<file path="src/rtl/edge_pixel_loader.sv">
`default_nettype none
// ============================================================================
// edge_pixel_loader : Avalon-ST sink writing one grayscale frame into image RAM
// Rev 1.0
// ============================================================================
module edge_pixel_loader #(
  parameter int IMG_W  = 16,
  parameter int IMG_H  = 16,
  parameter int PIX_W  = 8,
  parameter int ADDR_W = 8
) (
  input  logic              clk_i,
  input  logic              rst_i,
  input  logic              load_en_i,
  input  logic [PIX_W-1:0]  snk_data_i,
  input  logic              snk_valid_i,
  input  logic              snk_sop_i,
  input  logic              snk_eop_i,
  output logic              snk_ready_o,
  output logic              mem_wr_o,
  output logic [ADDR_W-1:0] mem_addr_o,
  output logic [PIX_W-1:0]  mem_data_o,
  output logic              input_received_o,
  output logic              frame_err_o
);

  localparam int                c_N    = IMG_W * IMG_H;
  localparam logic [ADDR_W-1:0] c_LAST = ADDR_W'(c_N - 1);
  localparam logic [ADDR_W-1:0] c_ONE  = ADDR_W'(1);

  typedef enum logic [2:0] {
    S_IDLE     = 3'd0,
    S_WAIT_SOP = 3'd1,
    S_LOAD     = 3'd2,
    S_FLUSH    = 3'd3,
    S_DONE     = 3'd4
  } state_t;

  state_t              state_q, state_d;
  logic [ADDR_W-1:0]   cnt_q, cnt_d;
  logic [ADDR_W-1:0]   addr_q, addr_d;
  logic [PIX_W-1:0]    data_q, data_d;
  logic                wr_q, wr_d;
  logic                err_q, err_d;
  logic                w_accept;

  // Ready decodes state only, so upstream sees zero ready latency.
  assign snk_ready_o = (state_q == S_WAIT_SOP) || (state_q == S_LOAD);
  assign w_accept    = snk_valid_i & snk_ready_o;

  always_comb begin
    state_d = state_q;
    cnt_d   = cnt_q;
    addr_d  = addr_q;
    data_d  = data_q;
    wr_d    = 1'b0;
    err_d   = err_q;

    case (state_q)
      S_IDLE: begin
        cnt_d = '0;
        if (load_en_i) begin
          state_d = S_WAIT_SOP;
          err_d   = 1'b0;
        end
      end

      S_WAIT_SOP: begin
        if (!load_en_i) begin
          state_d = S_IDLE;
          cnt_d   = '0;
        end else if (w_accept) begin
          if (snk_sop_i) begin
            wr_d   = 1'b1;
            addr_d = '0;
            data_d = snk_data_i;
            if (c_N == 1) begin
              state_d = S_FLUSH;
              cnt_d   = '0;
              if (!snk_eop_i) err_d = 1'b1;
            end else begin
              state_d = S_LOAD;
              cnt_d   = c_ONE;
            end
          end else begin
            err_d = 1'b1;
          end
        end
      end

      S_LOAD: begin
        if (!load_en_i) begin
          state_d = S_IDLE;
          cnt_d   = '0;
        end else if (w_accept) begin
          wr_d   = 1'b1;
          data_d = snk_data_i;
          if (snk_sop_i) begin
            // Restart: this beat becomes pixel 0 of a fresh frame.
            err_d  = 1'b1;
            addr_d = '0;
            cnt_d  = c_ONE;
          end else begin
            addr_d = cnt_q;
            if (cnt_q == c_LAST) begin
              state_d = S_FLUSH;
              cnt_d   = '0;
              if (!snk_eop_i) err_d = 1'b1;
            end else if (snk_eop_i) begin
              state_d = S_WAIT_SOP;
              err_d   = 1'b1;
              cnt_d   = '0;
            end else begin
              cnt_d = cnt_q + c_ONE;
            end
          end
        end
      end

      S_FLUSH: begin
        cnt_d   = '0;
        state_d = load_en_i ? S_DONE : S_IDLE;
      end

      S_DONE: begin
        if (!load_en_i) state_d = S_IDLE;
      end

      default: begin
        state_d = S_IDLE;
        cnt_d   = '0;
      end
    endcase
  end

  always_ff @(posedge clk_i or negedge rst_i) begin
    if (!rst_i) begin
      state_q <= S_IDLE;
      cnt_q   <= '0;
      addr_q  <= '0;
      data_q  <= '0;
      wr_q    <= 1'b0;
      err_q   <= 1'b0;
    end else begin
      state_q <= state_d;
      cnt_q   <= cnt_d;
      addr_q  <= addr_d;
      data_q  <= data_d;
      wr_q    <= wr_d;
      err_q   <= err_d;
    end
  end

  assign mem_wr_o         = wr_q;
  assign mem_addr_o       = addr_q;
  assign mem_data_o       = data_q;
  assign frame_err_o      = err_q;
  assign input_received_o = (state_q == S_DONE);

endmodule
`default_nettype wire

</file>
<file path="config.mk">
export PLATFORM = sky130hd
export DESIGN_NAME = edge_pixel_loader
export DESIGN_NICKNAME = d
export VERILOG_FILES = /design/src/rtl/edge_pixel_loader.sv
export SDC_FILE = /design/constraint.sdc
export NUM_CORES = 1
export LEC_CHECK = 0
export CAP_MARGIN = 20
export CORE_MARGIN = 5
export CORE_UTILIZATION = 50
export CTS_CLUSTER_DIAMETER = 60
export DETAILED_ROUTE_END_ITERATION = 10
export PLACE_DENSITY = 0.89
export SETUP_SLACK_MARGIN = 0.1
export SLEW_MARGIN = 10
export SYNTH_ARGS = -nofsm -noshare
export SYNTH_HDL_FRONTEND = slang
export SYNTH_SLANG_ARGS = --single-unit
</file>
<file path="constraint.sdc">
create_clock -name clk_i -period 1.98 [get_ports clk_i]
set_clock_uncertainty 0.05 [all_clocks]
set_input_delay 0.396 -clock clk_i [delete_from_list [all_inputs] [get_ports clk_i]]
set_output_delay 0.396 -clock clk_i [all_outputs]
set_load 0.005 [all_outputs]
</file>
Word-level counts from Yosys, hierarchy flattened
Index checks and enable logic that the tools add are counted.

Bits in registers: 29. Bits in latches: 0. RAM bits: 0. Memory bits (read-only): 0. Output and inout port bits: 20. Logic and storage cells: 88. Memories: 0.

Add/sub/neg operators: 1. Multiply operators: 0. Div/mod/pow operators: 0. $lt $le $gt $ge: 0. Eq/ne operators: 20. Shift-type cells: 0. Mux-type cells: 51. Bitwise gates (word level): 2. Reduce and logical (&&, ||, !) cells: 8.

Operator list (number): 2-to-1 mux 8 bit (19); 2-to-1 mux 3 bit (11); one-hot mux 8 bit (2 select lines) (2); one-hot mux 8 bit (3 select lines) (1); inequality test 2 bit (second input constant) (8); 2-to-1 mux 1 bit (15); one-hot mux 3 bit (5 select lines) (1); inequality test 3 bit (second input constant) (4); AND reduction 9 bit (1); adder 8 x 1 -> 8 bit (second input constant) (1); == test 8 bit (second input constant) (1); inequality test 4 x 3 -> 1 bit (second input constant) (2); AND reduction 7 bit (1); == test 3 x 2 -> 1 bit (second input constant) (2); AND reduction 6 bit (1); inequality test 4 bit (second input constant) (1); AND reduction 4 bit (1); == test 3 x 1 -> 1 bit (second input constant) (1); == test 3 bit (second input constant) (1); zero test 3 bit (1); one-hot mux 1 bit (3 select lines) (1); nonzero test 3 bit (1); one-hot mux 1 bit (2 select lines) (1); nonzero test 2 bit (1); other kinds (3) (3).

Logic depth before layout (Yosys ltp)
Gate-level depths: netlist (run 1).

Depth after elaboration: 7. Depth in mapped cells: 6. Depth with buffers taken out: 5.

Worst setup path after synthesis (run 1)
Ideal clock, no wire load.

Kind: reg-to-reg. Start: reg state_q[0]. End: reg cnt_q[0]. Arrival: 1.532 ns. Required time: 1.803 ns. Path slack: 0.271 ns. Stages on the path, launching flop included: 7. Cells stage by stage: dfrtp_1 > buf_6 > nand2b_1 > o2bb2ai_1 > a21o_1 > buf_6 > mux2_1.

Longest elaborated chain between the ends: 5. Elaborated cells between the ends (all ways): 11. Those cells by class: 6 x eq/ne; 1 x mux; 2 x bitwise; 2 x reduce/logical.

RTL lines: start, declared (line 39) `state_t state_q, state_d;`; start signal, assigned (line 145) `state_q <= state_d;`; == test 3 x 1 -> 1 bit / == test 3 x 2 -> 1 bit (equally long branches) (line 48, 59); logical OR 1 bit (line 48) `assign snk_ready_o = (state_q == S_WAIT_SOP) || (state_q == S_LOAD);`; bitwise AND 1 bit (line 49) `assign w_accept = snk_valid_i & snk_ready_o;`; inequality test 3 bit (no line); AND reduction 4 bit (no line); end signal, assigned (line 146) `cnt_q <= cnt_d;`; end, declared (line 40) `logic [ADDR_W-1:0] cnt_q, cnt_d;`.

Several ways; a longest one is shown, not always the timed one. A chain may end at the register's enable or synchronous reset.

Final worst setup path (run 1)
Start: reg state_q[1]. End: reg cnt_q[0].

The elaborated chain is that of the path after synthesis.

==> results of run 1 <==
what timing repair did:
item | in CTS | in global routing
hold endpoints to repair | 0 | 0
endpoints found under the setup margin | 2 | 10
buffers inserted | 0 | 3
gates resized for setup | 5 | 4
hold buffers | 0 | 0
pin swaps | 0 | 3
gates cloned | 0 | 0
kinds of logic (layout without fill, tap and decap cells):
family / after synthesis / count (layout) / synth area share
adder cells (fa/ha/maj): 1 / 1 / 0.00813
flip-flops: 29 / 29 / 0.472
AND/OR/NAND/NOR: 53 / 53 / 0.196
multiplexers: 11 / 11 / 0.0821
buffers and inverters: 12 / 66 / 0.0488
AO/OA/AOI/OAI: 40 / 40 / 0.194
where the power goes:
| group | switching [W] | internal (W) |
|---|---|---|
| combinational | 0.000117 | 0.000210 |
| clock | 0.000202 | 0.000135 |
| sequential | 0.0000326 | 0.000654 |
layout make-up:
class                   count  share of cell area
well taps                  33              0.0197
multi-input cells         105               0.363
repair buffers             53               0.237
inverters                   5             0.00896
flip-flops and latches     29               0.347
clock buffers               6              0.0197
clock inverters             2             0.00478
worst paths after layout:
path | from | end | slack, ns | cells past startpoint
setup / recovery | state_q[1] | cnt_q[0] | 0.11 | 6
max in group asynchronous | rst_i | state_q[2] | 1.19 | 2
min in group clk_i | mem_data_o[3] | mem_data_o[3] | 0.45 | 1
hold reg to reg | mem_data_o[3] | mem_data_o[3] | 0.45 | 1
hold / removal | rst_i | mem_data_o[5] | 0.40 | 2
setup reg to reg | state_q[1] | cnt_q[0] | 0.11 | 6
sequential cells by signal (all words and copies together), names as in the netlist:
register	cells
mem_data_o	8
frame_err_o	1
mem_addr_o	8
state_q	3
cnt_q	8
mem_wr_o	1
cells in the final DEF, fill, tap and decap left out, drive strengths merged, types with 3 or more instances in the layout:
master | Yosys | routed
clkdlybuf4s50 | 0 | 30
dfrtp | 29 | 29
buf | 7 | 20
nor2 | 6 | 6
nand3 | 3 | 3
inv | 5 | 5
nand2 | 21 | 21
o21ai | 14 | 14
and3 | 4 | 4
a21oi | 5 | 5
clkbuf | 0 | 6
nand2b | 4 | 4
mux2 | 10 | 10
synth_stat cells (all sizes together), types with 3 or more instances:
cell | number | area (µm²)
nand3 | 3 | 15.0
and3 | 4 | 25.0
mux2 | 10 | 116
nand2b | 4 | 27.5
nor2 | 6 | 22.5
dfrtp | 29 | 726
nand2 | 21 | 78.8
o21ai | 14 | 70.1
buf | 7 | 56.3
a21oi | 5 | 25.0
inv | 5 | 18.8
per-layer routing:
layer | vias up | track usage
met5 | - | 0
met4 | 0 | 0.0648
met3 | 7 | 0.0615
met2 | 50 | 0.307
met1 | 648 | 0.223
li1 | 635 | -
worst max-delay path, delay by kind of cell (launching register included):
family | cells | cell delay, ns
and+or+nand+nor | 1 | 0.09
muxes | 1 | 0.34
DFF | 1 | 0.40
buffers and inverters | 2 | 0.31
AOI/OAI and AO/OA | 2 | 0.57
stage by stage:
step            util  hold WS, ns  instances  setup TNS, ns
4_1_cts        0.684        0.403        230              0
6_report       0.698        0.399        233              0
3_3_place_gp   0.664        0.417        222          -1.05
5_1_grt        0.698        0.417        233              0
2_1_floorplan      -       0.0504        146              0
3_5_place_dp   0.664        0.431        222          -2.14
==> metrics.txt, run 1 <==
status finished, final reports clean; min-delay worst type input pin to asynchronous set/reset pin; Clock Sink Count 29; CTS Buffer Depth 2; unrepaired setup endpoints after global routing yes; Routed Antenna Nets 0; Multi-input gate area about 760 µm²; flip-flop and latch area 727 µm²; Seq/Total Area, Yosys 0.472; Layout Nets 214; Yosys reg bits 29; Final Critical Period 1.87 ns; initial detailed-routing violation count between 80 and 90; Area Growth Syn to Fin 36.1%; metal2 WL 1770 µm; Max Clk Rate 536 MHz; met3 wire length approximately 230 µm; post-route cell area roughly 2100 µm²; routed wire length per instance 15.3 µm; crit-path cells buf_6 -> nand2b_1 -> buf_4 -> o2bb2ai_1 -> a21o_1 -> mux2_1; worst vdd ir around 0.33 mV; Die H between 60 and 70 µm; clk slew on worst S/H paths about 0.090 ns; number of global-route vias before repair around 1300; TritonRoute pass-1 iters 4; H-Tree Level Count 2; CP Class register to register; Most used DFF post-synth dfrtp_1; ys async rst share 1.00; row cnt 20; share of layout cells above drive strength 1 0.210; Pins Over Slew Limit 0; Via Count 1340; CTS tree built; crit path max fanout 8; cts bufs inserted 5; Avg Inst Size Synth 10.5 µm²; mapped cell area 1540 µm²; Die Area around 4300 µm²; highest-delay cell along the critical path dfrtp_1; IO Pins 34; Leak between 0.9 and 1 nW; Slew headroom 0.756; worst skew pair latency around 0.32 ns; Worst Path Required between 2 and 2.5 ns; synth unique cells 45; global-route wire length before repair 6090 µm; port bufs 33; CTS root buf clkbuf_4; Net Count, Synth 161; FILL cells 237; DP Worst Slack -0.219 ns; Post-synth EDFFs 0; Max Cap Viol 0; final setup vio count 0; Crit path largest cell delay ~0.4 ns; Starting Density 0.513; Max Used Layer met4; antenna violations before repair 0; Vias/cell 5.75; GRT Total Usage 0.185; Core ar. approximately 3000 µm²; synth warn 0; Cells after Synth 146; worst endpoint data arrival time about 2.0 ns; largest net degree at the start of global routing 30; setup ws final 0.114 ns; routability cong. about 0.98; Critical Path Source Type register; Least-Margin Pin Slew between 0.3 and 0.4 ns; drt total wl 3560 µm; DP HPWL 2680 µm; Tcrit/Tclk final 0.942; Cell Pwr Density 645 nW/µm²; dpl cell area around 2000 µm²; Setup crit end kind register; Die Wd approximately 65 µm; count of final hold-check violations 0; DR DRC count 0; met1 WL approximately 1500 µm; Inserted Diodes 0; GRT overflow 0; total power ~0.0014 W
(Power assumes the default switching activity.)
==> inputs of run 2 (changes only) <==
--- a/config.mk
+++ b/config.mk
@@ -5,11 +5,13 @@
 export SDC_FILE = /design/constraint.sdc
 export NUM_CORES = 1
 export LEC_CHECK = 0
+export ABC_CLOCK_PERIOD_IN_PS = 1980
 export CAP_MARGIN = 20
 export CORE_MARGIN = 5
 export CORE_UTILIZATION = 50
 export CTS_CLUSTER_DIAMETER = 60
 export DETAILED_ROUTE_END_ITERATION = 10
+export GPL_TIMING_DRIVEN = 0
 export PLACE_DENSITY = 0.89
 export SETUP_SLACK_MARGIN = 0.1
 export SLEW_MARGIN = 10
==> metrics.txt, run 2 (synthesized netlist as in run 1, its figures left out) <==
share of layout cells above drive strength 1 0.184 (was 0.210); DR DRC count 0 (unchanged); Tcrit/Tclk final 0.929 (was 0.942); CTS tree built (unchanged); GRT Total Usage 0.187 (was 0.185); DP HPWL 2710 µm (was 2680 µm); antenna violations before repair 0 (unchanged); worst vdd ir 0.416 mV (was 0.334 mV); count of final hold-check violations 0 (unchanged); Worst Path Required 1.53 ns (was 2.14 ns); Least-Margin Pin Slew 0.711 ns (was 0.365 ns); drt total wl 3640 µm (was 3560 µm); min-delay worst type input pin to register (was input pin to asynchronous set/reset pin); clk slew on worst S/H paths 0.08 ns (was 0.09 ns); Inserted Diodes 0 (unchanged); crit path max fanout 9 (was 8); status finished, final reports clean (unchanged); unrepaired setup endpoints after global routing no (was yes); Max Cap Viol 0 (unchanged); row cnt 20 (unchanged); Crit path largest cell delay 0.37 ns (was 0.40 ns); Vias/cell 5.96 (was 5.75); metal2 WL 1800 µm (was 1770 µm); Max Clk Rate 544 MHz (was 536 MHz); Starting Density 0.513 (unchanged); number of hold buffers added after CTS 0 (unchanged); CTS root buf clkbuf_4 (unchanged); routed wire length per instance 16.3 µm (was 15.3 µm); Final Critical Period 1.84 ns (was 1.87 ns); routability cong. 0.892 (was 0.983); largest net degree at the start of global routing 16 (was 30); met3 wire length 218 µm (was 225 µm); final non-filler cell total 223 (was 233); cts bufs inserted 5 (unchanged); Routed Antenna Nets 0 (unchanged); number of global-route vias before repair 1306 (was 1342); Cell Pwr Density 666 nW/µm² (was 645 nW/µm²); port bufs 32 (was 33); highest-delay cell along the critical path dfrtp_1 (unchanged); dpl cell area 1920 µm² (was 1990 µm²); Area Growth Syn to Fin 32.5% (was 36.1%); dpl cells 212 (was 222); Die H 65.5 µm (unchanged); Clock Sink Count 29 (unchanged); CTS Buffer Depth 2 (unchanged); Layout Nets 205 (was 214); Critical Path Source Type register (unchanged); Pins Over Slew Limit 0 (unchanged); CP Class register to output pin (was register to register); hold slack 0.372 ns (was 0.399 ns); Die Area 4290 µm² (unchanged); Leak 0.891 nW (was 0.946 nW); initial detailed-routing violation count 49 (was 83); post-route cell area 2040 µm² (was 2090 µm²); worst endpoint data arrival time 1.39 ns (was 2.02 ns); TritonRoute pass-1 iters 4 (unchanged); crit-path cells buf_4 -> nor2b_4 -> inv_1 -> a21oi_2 -> clkbuf_2 (was buf_6 -> nand2b_1 -> buf_4 -> o2bb2ai_1 -> a21o_1 -> mux2_1); Max Used Layer met4 (unchanged); Setup crit end kind output pin (was register); commonest non-fill, non-tap cells in the layout 29 x dfrtp_1, 29 x clkdlybuf4s50_1, 21 x nand2_1, 9 x mux2_1, 8 x o21ai_1 (was 30 x clkdlybuf4s50_1, 28 x dfrtp_1, 21 x nand2_1, 18 x buf_4, 9 x mux2_1); Slew headroom 0.525 (was 0.756); Die Wd 65.5 µm (unchanged); IO Pins 34 (unchanged); worst skew pair latency 0.32 ns (about the same); final setup vio count 0 (unchanged); Via Count 1330 (was 1340); GRT overflow 0 (unchanged); met1 WL 1500 µm (was 1510 µm); H-Tree Level Count 2 (unchanged); Core ar. 3000 µm² (unchanged); global-route wire length before repair 6080 µm (was 6090 µm)
==> run 2: cell types whose count changed in the layout (fill, tap and decap cells not counted), sizes merged <==
cell | before | now
buf | 20 | 12
clkdlybuf4s50 | 30 | 29
dlygate4sd2 | 2 | 1
clkbuf | 6 | 8
clkinv | 2 | 0
==> run 2: final timing paths <==
kind / start / slack [ns] / depth (start not counted) / end
worst max register to register: state_q[2] / 0.22 / 5 / cnt_q[7]
worst min register to register: mem_addr_o[5] / 0.45 / 2 / mem_addr_o[5]
worst min-delay path: snk_sop_i / 0.37 / 4 / mem_addr_o[2]
max in group asynchronous: rst_i / 0.89 / 2 / cnt_q[6]
worst max-delay path: state_q[1] / 0.14 / 5 / snk_ready_o
min in group asynchronous: rst_i / 0.45 / 1 / cnt_q[2]
==> run 2: report_power, final <==
part / internal, W / total (W) / switching [W] / leakage (nW)
clock: 0.000167 / 0.000351 / 0.000184 / 0.0314
sequential: 0.000654 / 0.000687 / 0.0000325 / 0.384
combinational: 0.000199 / 0.000320 / 0.000121 / 0.475
==> run 2: cell type report <==
cell class | count | area (µm²)
multi-input combinational | 105 | 776
timing repair buffer | 37 | 362
inverter | 5 | 18.8
clock buffer | 7 | 55.1
tap | 33 | 41.3
buffer | 7 | 61.3
sequential | 29 | 726
fill | 229 | 963
==> run 2: per-stage QoR <==
stage | util | worst slack, ns | power (W) | setup TNS (ns)
after global placement | 0.633 | -0.205 | 0.000989 | -1.06
final | 0.679 | 0.141 | 0.00136 | 0
after CTS | 0.666 | 0.0479 | 0.00137 | 0
after detailed placement | 0.638 | -0.243 | 0.00101 | -1.50
after floorplan | - | 0.271 | 0.000815 | 0
after global routing | 0.679 | 0.0529 | 0.00144 | 0
==> run 2: repair_timing <==
| item | CTS | global route |
|---|---|---|
| setup buffers | 1 | 3 |
| endpoints found under the setup margin | 4 | 8 |
| pin swaps | 2 | 4 |
| resized for setup | 9 | 6 |
==> run 2: layer usage <==
metal	track usage	up-vias
met5	0	-
met4	0.0751	0
met3	0.0547	16
met2	0.311	63
met1	0.228	637
li1	-	614
==> run 2: worst max-delay path, delay by kind of cell, from the launching register on <==
kind	cells	cell delay, ns
flip-flops	1	0.37
AO/OA/AOI/OAI	1	0.18
buffers and inverters	3	0.39
AND/OR/NAND/NOR	1	0.14
==> inputs of run 3 (changes only) <==
--- a/config.mk
+++ b/config.mk
@@ -5,7 +5,7 @@
 export SDC_FILE = /design/constraint.sdc
 export NUM_CORES = 1
 export LEC_CHECK = 0
-export ABC_CLOCK_PERIOD_IN_PS = 1980
+export ABC_CLOCK_PERIOD_IN_PS = 1900
 export CAP_MARGIN = 20
 export CORE_MARGIN = 5
 export CORE_UTILIZATION = 50
==> constraint.sdc (replaced) <==
create_clock -name clk_i -period 1.9 [get_ports clk_i]
set_clock_uncertainty 0.05 [all_clocks]
set_input_delay 0.38 -clock clk_i [delete_from_list [all_inputs] [get_ports clk_i]]
set_output_delay 0.38 -clock clk_i [all_outputs]
set_load 0.005 [all_outputs]
==> metrics.txt, run 3 (synthesized netlist as in run 1, its figures left out) <==
DP HPWL 2710 µm (unchanged); antenna violations before repair 0 (unchanged); worst vdd ir 0.443 mV (was 0.416 mV); Area Growth Syn to Fin 34.8% (was 32.5%); Routed Antenna Nets 0 (unchanged); worst endpoint data arrival time 1.98 ns (was 1.39 ns); CTS tree built (unchanged); Starting Density 0.513 (unchanged); cts bufs inserted 5 (unchanged); GRT overflow 0 (unchanged); Core ar. 3000 µm² (unchanged); row cnt 20 (unchanged); count of final hold-check violations 0 (unchanged); DR DRC count 0 (unchanged); status finished, final reports clean (unchanged); Max Clk Rate 567 MHz; drt total wl 3710 µm (was 3640 µm); Final Critical Period roughly 1.8 ns; Setup crit end kind register (was output pin); IO Pins 34 (unchanged); Layout Nets 207 (was 205); Slew headroom 0.514 (was 0.525); final setup vio count 0 (unchanged); most common cell after layout, fill and taps aside clkdlybuf4s50_1; worst reg-to-reg path cell count 5 (unchanged); CTS root buf clkbuf_4 (unchanged); routed wire length per instance 16.5 µm (was 16.3 µm); clk slew on worst S/H paths 0.08 ns (about the same); Worst Path Required 2.11 ns (was 1.53 ns); Max Cap Viol 0 (unchanged); DP Worst Slack -0.307 ns (was -0.243 ns); unrepaired setup endpoints after global routing yes (was no); Vias/cell 5.91 (was 5.96); Die Wd 65.5 µm (unchanged); Clock Sink Count 29 (unchanged); H-Tree Level Count 2 (unchanged); initial detailed-routing violation count 61 (was 49); routability cong. 0.892 (unchanged); total power 0.00143 W (was 0.00136 W); TritonRoute pass-1 iters 4 (unchanged); largest net degree at the start of global routing 16 (unchanged); Cell Pwr Density 689 nW/µm² (was 666 nW/µm²); number of global-route vias before repair 1307 (was 1306); hold slack 0.358 ns (was 0.372 ns); crit path max fanout 5 (was 9); setup ws final 0.136 ns (was 0.141 ns); Leak 0.891 nW (about the same); Die Area 4290 µm² (unchanged); Critical Path Source Type input pin (was register); GRT Total Usage 0.188 (was 0.187); global-route wire length before repair 6110 µm (was 6080 µm); commonest non-fill, non-tap cells in the layout 29 x clkdlybuf4s50_1, 28 x dfrtp_1, 21 x nand2_1, 9 x mux2_1, 8 x o21ai_1 (was 29 x dfrtp_1, 29 x clkdlybuf4s50_1, 21 x nand2_1, 9 x mux2_1, 8 x o21ai_1); Inserted Diodes 0 (unchanged); Via Count 1329 (was 1330); share of layout cells above drive strength 1 0.203 (was 0.184); CP Class input pin to register (was register to output pin); Least-Margin Pin Slew 0.727 ns (was 0.711 ns); worst skew pair latency 0.32 ns (about the same); Tcrit/Tclk final 0.928; min-delay worst type input pin to register (unchanged); CTS Buffer Depth 2 (unchanged); Pins Over Slew Limit 0 (unchanged); WHS Path Cells 4 (unchanged); Die H 65.5 µm (unchanged); port bufs 32 (unchanged)
## run 3: per-stage QoR
stage	instances	cell area (µm²)	TNS, ns	utilization
finish	225	2070	0	0.691
global route	225	2070	0	0.691
CTS	221	2010	0	0.669
detailed placement	212	1920	-2.35	0.638
global placement	211	1900	-2.95	0.633
floorplan	146	1540	0	-
## run 3: layer usage
metal	GRT usage	vias to the layer above	wire (µm)	part of all wire
met5	0	-	0	0
met4	0.0699	0	90	0.024
met3	0.0530	11	237	0.064
met2	0.315	56	1840	0.50
met1	0.231	643	1540	0.42
li1	-	619	-	-
## run 3: area by class of cell
class	instances	area (µm²)
tap	33	41.3
fill	227	928
sequential	29	727
buffer	7	68.8
inverter	5	18.8
clock buffer	7	55.1
multi-input combinational	105	790
timing repair buffer	39	374
## run 3: timing repair
action | 4_1_cts | 5_1_grt
setup buffers | 2 | 4
setup endpoints to repair | 8 | 8
pin swaps | 3 | 7
resized for setup | 12 | 10
hold buffers | 0 | 0
## run 3: worst paths after layout
kind                               start            end  slack, ns
setup reg to reg              state_q[0]    frame_err_o       0.14
hold / removal                 snk_sop_i  mem_addr_o[2]       0.36
setup / recovery               load_en_i       cnt_q[6]       0.14
min in group asynchronous          rst_i       cnt_q[2]       0.43
max in group asynchronous          rst_i       cnt_q[6]       0.81
hold reg to reg            mem_addr_o[5]  mem_addr_o[5]       0.45
## run 3: critical path: stages
cell	delay, ns
clkdlybuf4s50_1	0.55
or4b_4	0.51
nor3_2	0.25
and2_1	0.17
o22a_1	0.12
## run 3: power by group
part	leakage, nW	internal, W	total [W]	switching [W]
registers	0.383	0.000682	0.000716	0.0000342
logic	0.477	0.000214	0.000342	0.000128
clock network	0.0314	0.000174	0.000372	0.000197
